## src/rtl/uart_tx_fifo.sv

```systemverilog
// uart_tx_fifo: byte FIFO feeding an 8N1 UART serialiser.
// Bytes from the core or wrapper are queued in a small count-based FIFO and
// sent LSB first on uart_txd. The line idles high and is driven from a flop.
// Frames are sent back to back while uart_tx_en is high and bytes are queued.
// Optional build macro UART_TX_PARITY_EN: when defined, an even-parity bit
// follows the data bits (8E1). When it is undefined, frames are 8N1.
module uart_tx_fifo #(
  parameter int CLK_HZ       = 50000000,
  parameter int BIT_RATE     = 9600,
  parameter int PAYLOAD_BITS = 8,
  parameter int STOP_BITS    = 1,
  parameter int FIFO_DEPTH   = 4
) (
  input  logic                    clk,
  input  logic                    resetn,
  input  logic                    uart_tx_en,
  input  logic [PAYLOAD_BITS-1:0] uart_tx_data,
  input  logic                    uart_tx_valid,
  output logic                    uart_tx_ready,
  output logic                    uart_tx_busy,
  output logic                    uart_tx_empty,
  output logic                    uart_txd
);

  localparam int CYCLES_PER_BIT = CLK_HZ / BIT_RATE;
  localparam int STOP_CYCLES    = STOP_BITS * CYCLES_PER_BIT;
  localparam int CNT_W          = $clog2(STOP_CYCLES + 1);
  localparam int PTR_W          = $clog2(FIFO_DEPTH);
  localparam int FCNT_W         = PTR_W + 1;
  localparam int BIT_W          = $clog2(PAYLOAD_BITS + 1);

  // Counter reload values: each slot counts down to zero, then the FSM advances.
  localparam logic [CNT_W-1:0]  BIT_LAST   = CNT_W'(CYCLES_PER_BIT - 1);
  localparam logic [CNT_W-1:0]  STOP_LAST  = CNT_W'(STOP_CYCLES - 1);
  localparam logic [CNT_W-1:0]  CNT_ZERO   = {CNT_W{1'b0}};
  localparam logic [CNT_W-1:0]  CNT_ONE    = CNT_W'(1);
  localparam logic [BIT_W-1:0]  DATA_LAST  = BIT_W'(PAYLOAD_BITS - 1);
  localparam logic [BIT_W-1:0]  BIT_ZERO   = {BIT_W{1'b0}};
  localparam logic [BIT_W-1:0]  BIT_ONE    = BIT_W'(1);
  localparam logic [FCNT_W-1:0] FIFO_FULL  = FCNT_W'(FIFO_DEPTH);
  localparam logic [FCNT_W-1:0] FCNT_ZERO  = {FCNT_W{1'b0}};
  localparam logic [FCNT_W-1:0] FCNT_ONE   = FCNT_W'(1);
  localparam logic [PTR_W-1:0]  PTR_ZERO   = {PTR_W{1'b0}};
  localparam logic [PTR_W-1:0]  PTR_ONE    = PTR_W'(1);
  localparam logic [PAYLOAD_BITS-1:0] BYTE_ZERO = {PAYLOAD_BITS{1'b0}};

  localparam logic [2:0] S_IDLE   = 3'd0;
  localparam logic [2:0] S_START  = 3'd1;
  localparam logic [2:0] S_DATA   = 3'd2;
  localparam logic [2:0] S_STOP   = 3'd3;
`ifdef UART_TX_PARITY_EN
  localparam logic [2:0] S_PARITY = 3'd4;

  // Even parity: the parity bit makes the total count of ones even.
  function automatic logic even_parity(input logic [PAYLOAD_BITS-1:0] data);
    return ^data;
  endfunction
`endif

  // FIFO storage and bookkeeping
  logic [PAYLOAD_BITS-1:0] mem_r [FIFO_DEPTH];
  logic [PTR_W-1:0]        wr_ptr_r;
  logic [PTR_W-1:0]        rd_ptr_r;
  logic [FCNT_W-1:0]       count_r;
  logic [FCNT_W-1:0]       count_nxt_s;
  logic                    ready_r;
  logic                    empty_r;
  logic                    push_s;
  logic                    pop_s;
  logic                    launch_s;
  logic                    slot_end_s;
  logic [PAYLOAD_BITS-1:0] head_s;

  // Serialiser state
  logic [2:0]              state_r;
  logic [CNT_W-1:0]        cnt_r;
  logic [BIT_W-1:0]        bit_r;
  logic [PAYLOAD_BITS-1:0] shift_r;
  logic                    txd_r;
  logic                    busy_r;
`ifdef UART_TX_PARITY_EN
  logic                    parity_r;
`endif

  assign push_s     = uart_tx_valid && ready_r;
  assign launch_s   = uart_tx_en && !empty_r;
  assign slot_end_s = (cnt_r == CNT_ZERO);
  assign head_s     = mem_r[rd_ptr_r];

  // A new frame may only be launched from IDLE or at the very end of STOP.
  always_comb begin
    pop_s = 1'b0;
    case (state_r)
      S_IDLE:  pop_s = launch_s;
      S_STOP:  pop_s = slot_end_s && launch_s;
      default: pop_s = 1'b0;
    endcase
  end

  // Next FIFO occupancy; a simultaneous push and pop leaves it unchanged.
  always_comb begin
    count_nxt_s = count_r;
    if (push_s && !pop_s) begin
      count_nxt_s = count_r + FCNT_ONE;
    end else if (pop_s && !push_s) begin
      count_nxt_s = count_r - FCNT_ONE;
    end else begin
      count_nxt_s = count_r;
    end
  end

  // FIFO storage, pointers and registered ready/empty flags.
  always_ff @(posedge clk or negedge resetn) begin
    if (!resetn) begin
      for (int i = 0; i < FIFO_DEPTH; i++) begin
        mem_r[i] <= BYTE_ZERO;
      end
      wr_ptr_r <= PTR_ZERO;
      rd_ptr_r <= PTR_ZERO;
      count_r  <= FCNT_ZERO;
      ready_r  <= 1'b1;
      empty_r  <= 1'b1;
    end else begin
      if (push_s) begin
        mem_r[wr_ptr_r] <= uart_tx_data;
        wr_ptr_r        <= wr_ptr_r + PTR_ONE;
      end
      if (pop_s) begin
        rd_ptr_r <= rd_ptr_r + PTR_ONE;
      end
      count_r <= count_nxt_s;
      ready_r <= (count_nxt_s != FIFO_FULL);
      empty_r <= (count_nxt_s == FCNT_ZERO);
    end
  end

  // Frame sequencer: START, DATA (LSB first), optional PARITY, STOP.
  always_ff @(posedge clk or negedge resetn) begin
    if (!resetn) begin
      state_r  <= S_IDLE;
      cnt_r    <= CNT_ZERO;
      bit_r    <= BIT_ZERO;
      shift_r  <= BYTE_ZERO;
      txd_r    <= 1'b1;
      busy_r   <= 1'b0;
`ifdef UART_TX_PARITY_EN
      parity_r <= 1'b0;
`endif
    end else begin
      case (state_r)
        S_IDLE: begin
          if (pop_s) begin
            shift_r  <= head_s;
`ifdef UART_TX_PARITY_EN
            parity_r <= even_parity(head_s);
`endif
            cnt_r    <= BIT_LAST;
            txd_r    <= 1'b0;
            busy_r   <= 1'b1;
            state_r  <= S_START;
          end else begin
            txd_r    <= 1'b1;
            busy_r   <= 1'b0;
          end
        end
        S_START: begin
          if (slot_end_s) begin
            txd_r   <= shift_r[0];
            shift_r <= shift_r >> 1;
            bit_r   <= BIT_ZERO;
            cnt_r   <= BIT_LAST;
            state_r <= S_DATA;
          end else begin
            cnt_r   <= cnt_r - CNT_ONE;
          end
        end
        S_DATA: begin
          if (slot_end_s) begin
            if (bit_r == DATA_LAST) begin
`ifdef UART_TX_PARITY_EN
              txd_r   <= parity_r;
              cnt_r   <= BIT_LAST;
              state_r <= S_PARITY;
`else
              txd_r   <= 1'b1;
              cnt_r   <= STOP_LAST;
              state_r <= S_STOP;
`endif
            end else begin
              txd_r   <= shift_r[0];
              shift_r <= shift_r >> 1;
              bit_r   <= bit_r + BIT_ONE;
              cnt_r   <= BIT_LAST;
            end
          end else begin
            cnt_r <= cnt_r - CNT_ONE;
          end
        end
`ifdef UART_TX_PARITY_EN
        S_PARITY: begin
          if (slot_end_s) begin
            txd_r   <= 1'b1;
            cnt_r   <= STOP_LAST;
            state_r <= S_STOP;
          end else begin
            cnt_r   <= cnt_r - CNT_ONE;
          end
        end
`endif
        S_STOP: begin
          if (slot_end_s) begin
            if (pop_s) begin
              // Next byte already waiting: go straight into its start bit.
              shift_r  <= head_s;
`ifdef UART_TX_PARITY_EN
              parity_r <= even_parity(head_s);
`endif
              cnt_r    <= BIT_LAST;
              txd_r    <= 1'b0;
              busy_r   <= 1'b1;
              state_r  <= S_START;
            end else begin
              txd_r    <= 1'b1;
              busy_r   <= 1'b0;
              state_r  <= S_IDLE;
            end
          end else begin
            cnt_r <= cnt_r - CNT_ONE;
          end
        end
        default: begin
          state_r <= S_IDLE;
          cnt_r   <= CNT_ZERO;
          txd_r   <= 1'b1;
          busy_r  <= 1'b0;
        end
      endcase
    end
  end

  assign uart_tx_ready = ready_r;
  assign uart_tx_empty = empty_r;
  assign uart_tx_busy  = busy_r;
  assign uart_txd      = txd_r;

endmodule
```

## config.mk

```make
export PLATFORM = sky130hd
export DESIGN_NAME = uart_tx_fifo
export DESIGN_NICKNAME = d
export VERILOG_FILES = /design/src/rtl/uart_tx_fifo.sv
export SDC_FILE = /design/constraint.sdc
export NUM_CORES = 1
export LEC_CHECK = 0
export ABC_AREA = 1
export BUFFER_PORTS_ARGS = -buffer_cell sky130_fd_sc_hd__buf_2
export CAP_MARGIN = 30
export CORE_MARGIN = 3
export CORE_UTILIZATION = 55
export CTS_CLUSTER_DIAMETER = 100
export DETAILED_ROUTE_END_ITERATION = 7
export PLACE_DENSITY = 0.72
export SLEW_MARGIN = 20
export SYNTH_ARGS = -nofsm -noshare
export SYNTH_HDL_FRONTEND = slang
export SYNTH_SLANG_ARGS = --single-unit
```

## constraint.sdc

```tcl
create_clock -name clk -period 3.69 [get_ports clk]
set_input_delay 0.1845 -clock clk [delete_from_list [all_inputs] [get_ports clk]]
set_output_delay 0.1845 -clock clk [all_outputs]
set_load 0.05 [all_outputs]
```

==> results.yml <==
detailed_routing:
  ant_nets: 0
  drtIter0Drc: 167
  met1Wirelength_um: 3540
  avgRoutedWirePerCell_um: 13.7
  via_per_inst: 5.43
  met3_length_um: 314
  drc: 0
  route.met2.wl_um: 3390
  finalWirelength_um: 7350
  drt_first_pass_iters: 4
  highest_layer: "met4"
  vias: 2914
place:
  port_buffers: 15
  gp_congestion: 0.814
  place_hpwl_um: 5220
  dpl_worst_slack_ps: 1310
clock_tree:
  cts_tree: "done"
  holdBufCountCts: 1
  clock_sinks: 70
  root_buffer: "clkbuf_8"
  cts_max_path_buffers: 2
  cts_buffers: 9
  postCtsSetupRepairBufs: 0
  clk_pin_slew_worst_paths_ps: 80
  htreeDepth: 3
  post_cts_resized: 0
  clock_latency_ps: 360
global_routing:
  track_usage_pct: 21.7
  grt_pass1_vias: 2754
  grt_antenna_before_repair: 0
  grt_max_degree: 48
  overflow: 0
  grt_pass1_wl_um: 13100
floorplan:
  die_h_um: 87.7
  initial_utilization_pct: 57.2
  io_pins: 16
  fp.dieArea_mm2: 0.00769
  core_area_mm2: 0.00642
  rows: 29
  die_w_um: 87.7
cells_and_area:
  syn_to_final_growth_pct: 8.59
  diodes: 0
  final_common_cell: "nand2_1"
  seqCellArea_mm2: 0.00176
  layout_common_cells: "134 x nand2_1, 67 x dfrtp_1, 54 x o21ai_0"
  drive_above_1_share_pct: 13.0
  final_nets: 480
  fill_cells: 573
  multi_input_area_mm2: 0.00170
sta:
  layout_setup_ws_ps: 1290
  hold_viol_final: 0
  setup_viol: 0
  final-max-slew-violation-count: 0
  final.setup.tns_ps: 0
  slew_headroom_pct: 48.6
  finalClockSkew_ps: 8.93
  grt_setup_unrepaired: "no"
  period_needed_ps: 2400
  period_share_pct: 65.0
  worst_pin_slew_ps: 769
  fmaxAchievable_mhz: 417
power_and_ir_drop:
  ir_worst_vdd_v: 0.000410
  p_leak_nw: 1.97
  p_total_mw: 2.16
  powerDensity_mw_per_mm2: 542
worst_setup_path:
  path_buf_inv: 3
  cp_top_family: "simple AND/OR/NAND/NOR gates"
  critPathArrivalTime_ps: 2690
  rrSetupSlack_ps: 1290
  slowest_delay_ps: 520
  cp-end-kind: "flop"
  reg2reg_from: "state_r[0]"
  critical_path_required_ps: 3980
  critPathKind: "reg -> reg"
  cp_max_fo: 20
  reg2reg_to: "shift_r[3]"
  ff2ff_path_depth: 9
  crit_path_start_kind: "flop"
  crit_chain: "inv_1 > ha_1 > inv_1 > nand4_4 > nand2_2 > nand4_4 > clkinv_2 > nand2_1 > nand2_1"
  cpMaxStageDelayCell: "ha_1"
hold_path:
  holdPathEnd: "mem_r[3]"
  worstHoldStart: "uart_tx_data[3]"
  hold_depth: 3
  hold_class: "in -> reg"
yosys:
  synth_nets: 464
  ys_warn_count: 0
  syn_area_mm2: 0.00367
  ys_seq_area_share_pct: 47.8
  ys_ff_latch: 70
  ys_types: 36
  netlist_instances: 439
  syn_area_per_cell_um2: 8.36
outcome:
  status: "finished, final reports clean"
flow_run:
  drv_cap: 0
-- tightest hold or removal path: cells and delay by family --
family	cells	cell delay, ps
buffers and inverters	2	170
AO/OA/AOI/OAI	1	90
-- metrics by stage --
step	util (%)	hold slack, ps	area, um2	cells
final	62.1	127	3990	537
after global routing	62.1	146	3990	537
after CTS	62.1	129	3990	537
after detailed placement	59.2	204	3800	520
after global placement	59.2	197	3800	520
after floorplan	-	-111	3670	439
-- power by group --
group	internal (mW)	switching (mW)	leakage [nW]
combinational	0.201	0.321	1.02
sequential	0.967	0.116	0.864
clock	0.244	0.311	0.0894
-- metal layers --
metal	vias up	global-route usage (%)
met4	0	7.11
met3	10	5.17
met2	58	34.0
met1	1377	29.8
li1	1469	-
met5	-	0
-- layout make-up --
class,instances,area share (%)
Timing Repair Buffer,18,2.51
Sequential cell,70,44.0
Clock buffer,9,3.11
Tap cell,77,2.42
Inverter,44,4.17
Clock inverter,7,1.22
Multi-Input combinational cell,312,42.5
-- worst max-delay path by stage --
stage                          start    endpoint  slack (ps)  cells after the start
after CTS                 state_r[0]  shift_r[5]        1290                      9
final                     state_r[0]  shift_r[3]        1290                      9
after global placement    state_r[0]  shift_r[0]        1420                      9
after global routing      state_r[1]  shift_r[3]        1020                      9
after floorplan           state_r[0]  shift_r[0]        1920                      8
after detailed placement  state_r[0]  shift_r[5]        1310                      9
-- logic make-up after synthesis --
family / count (synthesis) / share of synthesized area (%)
adder cells (fa/ha/maj): 13 / 4.43
AO/OA/AOI/OAI: 103 / 16.0
flip-flops: 70 / 47.8
buffers and inverters: 57 / 6.00
AND/OR/NAND/NOR: 188 / 23.9
XOR/XNOR: 8 / 1.91
-- cells in the mapped netlist --
cell type	n	area share (%)
nand3_2	1	0.27
a21oi_1	23	3.1
a22oi_1	1	0.20
a32o_1	7	1.9
xnor2_1	3	0.72
o21a_1	3	0.61
o31ai_1	1	0.20
or2_2	3	0.51
nor2_4	3	0.92
nor2_2	3	0.51
o21ai_2	1	0.24
dfstp_2	3	2.1
dfrtp_1	67	46
nand2_2	4	0.68
xor2_1	5	1.2
a41oi_1	1	0.24
clkinv_2	1	0.14
nand3_1	13	1.8
nor2_1	18	1.8
buf_4	1	0.20
a31oi_1	5	0.85
nand2_4	4	1.2
buf_2	1	0.14
o32ai_1	1	0.24
clkbuf_1	11	1.1
o21ai_0	54	7.4
o211ai_1	1	0.20
ha_1	13	4.4
nor2_8	1	0.55
inv_1	41	4.2
nand4_4	3	1.7
o21ai_1	4	0.55
nand4_1	1	0.17
clkinv_1	2	0.20
nand2_1	134	14
a211oi_1	1	0.20
-- sequential cells by signal, summed over array words and instances, names as in the netlist, 2 cells and up --
name,count
mem_r,32
cnt_r,13
shift_r,8
bit_r,4
count_r,3
rd_ptr_r,2
state_r,2
wr_ptr_r,2
Note: power is estimated with default switching activity, not from simulation.
